**config.mk**
```make
export PLATFORM = sky130hd
export DESIGN_NAME = instr_fetch_unit
export DESIGN_NICKNAME = d
export VERILOG_FILES = /design/src/rtl/instr_fetch_unit.sv
export SDC_FILE = /design/constraint.sdc
export NUM_CORES = 1
export LEC_CHECK = 0
export CAP_MARGIN = 20
export CORE_UTILIZATION = 39
export CTS_CLUSTER_SIZE = 24
export DETAILED_ROUTE_END_ITERATION = 12
export PLACE_DENSITY_LB_ADDON = 0.2
export RECOVER_POWER = 25
export SYNTH_ARGS = -nofsm -noshare
export SYNTH_HDL_FRONTEND = slang
export SYNTH_SLANG_ARGS = --single-unit
```
**constraint.sdc**
```tcl
create_clock -name clk -period 2.3 [get_ports clk]
set_input_delay 0.46 -clock clk [delete_from_list [all_inputs] [get_ports clk]]
set_output_delay 0.46 -clock clk [all_outputs]
set_load 0.02 [all_outputs]
```
**src/rtl/instr_fetch_unit.sv**
```systemverilog
// Instruction fetch stage: fetch PC, single-outstanding imem read, instruction register with valid/ready output.
// Optional misaligned-redirect trap enabled by defining FETCH_ALIGN_CHECK_EN.
module instr_fetch_unit #(
  parameter logic [31:0] RESET_PC  = 32'h0000_1000,
  parameter logic [31:0] NOP_INSTR = 32'h0000_0013
) (
  input  logic        clk,
  input  logic        reset,
  output logic        imem_req,
  output logic [31:0] imem_addr,
  input  logic        imem_rvalid,
  input  logic [31:0] imem_rdata,
  output logic        instr_valid,
  input  logic        instr_ready,
  output logic [31:0] instr,
  output logic [6:0]  op,
  output logic [31:0] pc,
  output logic [31:0] pc_plus4,
  input  logic        pc_load,
  input  logic [31:0] pc_target,
  output logic        fault
);

  typedef enum logic [1:0] {
    FETCH = 2'd0,
    WAIT  = 2'd1,
    HOLD  = 2'd2
`ifdef FETCH_ALIGN_CHECK_EN
    , FAULT = 2'd3
`endif
  } state_e;

  state_e      state_q, state_d;
  logic [31:0] fetch_pc_q, fetch_pc_d;
  logic [31:0] instr_q, instr_d;
  logic [31:0] pc_q, pc_d;
  logic        valid_q, valid_d;
  logic        drop_q, drop_d;
  logic [31:0] tgt_s;

`ifdef FETCH_ALIGN_CHECK_EN
  logic fault_q, fault_d;
  logic misalign_s;
  assign tgt_s      = pc_target;
  assign misalign_s = pc_load && (pc_target[1:0] != 2'b00);
  assign fault      = fault_q;
`else
  assign tgt_s = pc_target & 32'hFFFF_FFFC;
  assign fault = 1'b0;
`endif

  // Request is held off during reset so the reset value of imem_req is 0.
  assign imem_req    = (state_q == FETCH) && !reset;
  assign imem_addr   = fetch_pc_q;
  assign instr_valid = valid_q;
  assign instr       = instr_q;
  assign op          = instr_q[6:0];
  assign pc          = pc_q;
  assign pc_plus4    = pc_q + 32'd4;

  // Next-state logic: redirects take priority over responses and handshakes.
  always_comb begin
    state_d    = state_q;
    fetch_pc_d = fetch_pc_q;
    instr_d    = instr_q;
    pc_d       = pc_q;
    valid_d    = valid_q;
    drop_d     = drop_q;
`ifdef FETCH_ALIGN_CHECK_EN
    fault_d    = fault_q;
`endif
    case (state_q)
      FETCH: begin
        state_d = WAIT;
        if (pc_load) begin
          fetch_pc_d = tgt_s;
          drop_d     = 1'b1;
        end else begin
          drop_d     = 1'b0;
        end
      end
      WAIT: begin
        if (pc_load) begin
          fetch_pc_d = tgt_s;
          if (imem_rvalid) begin
            drop_d  = 1'b0;
            state_d = FETCH;
          end else begin
            drop_d  = 1'b1;
          end
        end else if (imem_rvalid) begin
          if (drop_q) begin
            drop_d  = 1'b0;
            state_d = FETCH;
          end else begin
            instr_d = imem_rdata;
            pc_d    = fetch_pc_q;
            valid_d = 1'b1;
            state_d = HOLD;
          end
        end else begin
          state_d = WAIT;
        end
      end
      HOLD: begin
        // A handshake coinciding with a redirect completes, but the +4 is skipped.
        if (pc_load) begin
          fetch_pc_d = tgt_s;
          valid_d    = 1'b0;
          state_d    = FETCH;
        end else if (instr_ready) begin
          fetch_pc_d = fetch_pc_q + 32'd4;
          valid_d    = 1'b0;
          state_d    = FETCH;
        end else begin
          state_d    = HOLD;
        end
      end
`ifdef FETCH_ALIGN_CHECK_EN
      FAULT: begin
        state_d = FAULT;
      end
`endif
      default: begin
        state_d = FETCH;
        valid_d = 1'b0;
        drop_d  = 1'b0;
      end
    endcase
`ifdef FETCH_ALIGN_CHECK_EN
    // A misaligned redirect freezes the unit until reset; fetch_pc is left untouched.
    if (misalign_s && (state_q != FAULT)) begin
      fault_d    = 1'b1;
      valid_d    = 1'b0;
      drop_d     = 1'b0;
      fetch_pc_d = fetch_pc_q;
      state_d    = FAULT;
    end else begin
      fault_d    = fault_q;
    end
`endif
  end

  // State and datapath registers with synchronous reset.
  always_ff @(posedge clk) begin
    if (reset) begin
      state_q    <= FETCH;
      fetch_pc_q <= RESET_PC;
      instr_q    <= NOP_INSTR;
      pc_q       <= RESET_PC;
      valid_q    <= 1'b0;
      drop_q     <= 1'b0;
`ifdef FETCH_ALIGN_CHECK_EN
      fault_q    <= 1'b0;
`endif
    end else begin
      state_q    <= state_d;
      fetch_pc_q <= fetch_pc_d;
      instr_q    <= instr_d;
      pc_q       <= pc_d;
      valid_q    <= valid_d;
      drop_q     <= drop_d;
`ifdef FETCH_ALIGN_CHECK_EN
      fault_q    <= fault_d;
`endif
    end
  end

endmodule

```
==> results.yml <==
routing:
  wire_per_inst_um: 16.2
  ant_nets: 0
  vias: 5924
  vias_per_cell: 5.40
  drtIter0Drc: 495
  drc: 0
  firstDrtPassIters: 5
  drt_wl_total_um: 17700
clock_tree:
  numCtsBuffers: 9
  clkTransAtPathRegs_ps: 70
  cts-htree-levels: 3
  clkLatencyLatePin_ps: 350
  tritoncts: "built"
  clkSinkCount: 96
  hold_buffers: 0
  cts_buffer_depth: 2
  root_buffer: "clkbuf_16"
floorplan:
  io_pins: 207
  start_util: 0.399
  die_area_sq_um: 13300
  dieWidth_um: 115
  num_rows: 41
  core_sq_um: 12600
  die_h_um: 115
grt:
  grt_pass1_wl_um: 27400
  grt_antenna_before_repair: 0
  grt-ovfl-total: 0
  grt_max_degree: 55
  grt_use_total: 0.262
  grt_pass1_vias: 5398
final_layout:
  layout_common_cells: "nand2_1, clkdlybuf4s50_1, buf_4, dfxtp_1, a21oi_1"
  antenna_cells: 0
  final_common_cell: "nand2_1"
  nNetsFinal: 991
  design_area_sq_um: 8170
  layout-drive-gt1-share: 0.182
  syn2layout_area_growth_pct: 63.0
  instances_no_fill: 1097
placement:
  dp_cells: 1070
  pre_cts_ws_ps: -205
  place_area_sq_um: 7730
  place.gp.congestion: 0.898
  port_buffers: 197
  dp_hpwl_um: 13200
worst_setup_path:
  endpoint_kind: "output pin"
  regToRegStartpoint: "state_q[1]$_SDFFE_PP0N_"
  regToRegSetupSlack_ps: 180
  r2r_end: "imem_addr[18]$_SDFFE_PP0P_"
  critical_path_required_ps: 1840
  critPathKind: "flop to output pin"
  r2r_cells: 6
  crit_chain: "nand4_1 -> buf_6 -> nor4_4 -> buf_2 -> buf_6 -> nand4_1 -> xnor2_2 -> buf_4"
  critPathTopFamily: "buffers and inverters"
  crit_path_start_kind: "flop"
  worstPathArrival_ps: 1980
  cpPeakStageDelay_ps: 330
  crit_buf_inv: 4
  slowest_stage: "dfxtp_2"
  cp.depth: 8
  cp_max_fo: 3
yosys:
  yosysWarningCount: 0
  async_reset_ff_frac: 0
  yosysUniqueCellTypes: 54
  synth_top_area_share: 0.384
  synth_area_per_cell_sq_um: 7.46
  synth-seq-cells: 96
  yosysTopAreaCell: "dfxtp_1"
  ys_seq_area_frac: 0.384
  ys.flop_type: "dfxtp_1"
  synth_area_sq_um: 5010
  synth_cells: 671
  synth-edff-count: 0
  yosys-top-cells-area: "dfxtp_1, nand2_1, a21oi_1"
sta:
  rsz0062_at_grt: "true"
  slew_headroom: 0.234
  period_share: 1.06
  finalClockSkew_ps: 7.16
  max_freq_mhz: 411
  worst_pin_slew_ps: 1150
  finalHoldViolCount: 0
  maxSlewViolCount: 0
  setup_violations: 14
  setup_slack_ps: -135
  period_needed_ps: 2440
worst_hold_path:
  hold_class: "flop to flop"
  hold_depth: 2
  min_from: "instr[18]$_SDFFE_PP0P_"
  worstHoldEndpoint: "instr[18]$_SDFFE_PP0P_"
run_status:
  status: "finished with violations"
  violations: "negative setup slack"
pwr:
  power.leakage_uw: 0.00324
  p_per_area_nw_per_um2: 504
  irDropWorstVdd_mv: 0.356
flow_run:
  cap_viol_max_count: 0
-- flip-flops by register name, summed over array words and instances (netlist names) --
signal / cells
drop_q: 1
imem_addr: 30
state_q: 2
pc: 30
instr_valid: 1
instr: 32
-- stage by stage --
step           utilization  total power [uW]  setup TNS, ps  hold slack, ps
3_5_place_dp         0.615              2510          -4460             449
3_3_place_gp         0.615              2490          -2240             441
4_1_cts              0.641              4130           -772             456
5_1_grt              0.650              4250          -2900             471
2_1_floorplan            -              2130          -24.4             450
6_report             0.650              4110          -1060             451
-- worst max path at each step --
stage | startpoint | to | slack (ps)
2_1_floorplan | pc[4]$_SDFFE_PP0P_ | pc_plus4[28] | -20
3_3_place_gp | pc_load | imem_addr[27]$_SDFFE_PP0P_ | -190
3_5_place_dp | pc_load | imem_addr[27]$_SDFFE_PP0P_ | -210
4_1_cts | pc[6]$_SDFFE_PP0P_ | pc_plus4[24] | -140
5_1_grt | pc[4]$_SDFFE_PP0P_ | pc_plus4[24] | -240
6_report | pc[4]$_SDFFE_PP0P_ | pc_plus4[24] | -140
-- worst min-delay path: cells and delay by family, from the launching register on --
family          cells  cell delay, ps
flops               1             310
simple gates        1              50
compound gates      1              50
-- synth_stat cells, drive strengths merged (2+ instances only) --
library cell	number
nand2	159
dfxtp	96
a21oi	81
clkbuf	49
nand4	35
nand3	28
xnor2	23
nor2	22
o21ai	21
buf	17
nor4	16
and2	11
nor3	11
a21boi	8
and3	6
and4	6
inv	6
a31oi	5
a32o	5
nor4b	5
o211ai	5
xor2	5
a21o	4
nor3b	4
or4	4
a211oi	3
a22o	3
o221ai	3
o22ai	3
o311ai	3
o31ai	3
ha	2
or3	2
-- power by group --
part / internal (uW) / switching, uW / leakage (uW)
logic: 330 / 347 / 0.00230
clock network: 986 / 664 / 0.000159
registers: 1720 / 60.4 / 0.000786
-- final cells by class --
class,count,area [sq um]
multi-input combinational,509,2940
fill,1089,4400
clock inverter,6,90.1
sequential,96,1930
tap,172,215
timing repair buffer,298,2730
clock buffer,10,239
inverter,6,22.5
-- metal layers --
| metal | part of all wire | wire length, um | vias to the layer above | GRT usage |
|---|---|---|---|---|
| met2 | 0.48 | 8580 | 238 | 0.430 |
| met4 | 0.015 | 268 | 0 | 0.0753 |
| met1 | 0.44 | 7730 | 2791 | 0.348 |
| li1 | - | - | 2875 | - |
| met5 | 0 | 0 | - | 0 |
| met3 | 0.066 | 1160 | 20 | 0.0517 |
-- cells by family after synthesis --
group | count (synthesis) | share of synthesized area
buffers and inverters | 72 | 0.0665
AOI/OAI and AO/OA | 158 | 0.192
adders and majority gates | 2 | 0.00500
DFF | 96 | 0.384
other | 1 | 0.000749
and+or+nand+nor | 314 | 0.304
xor gates and xnor gates | 28 | 0.0490
-- timing repair --
item | 4_1_cts | 5_1_grt
buffers inserted | 6 | 5
gates resized for setup | 102 | 31
pin swaps | 6 | 10
gates cloned | 1 | 0
endpoints found under the setup margin | 26 | 21
Note: power is estimated with default switching activity, not from simulation.
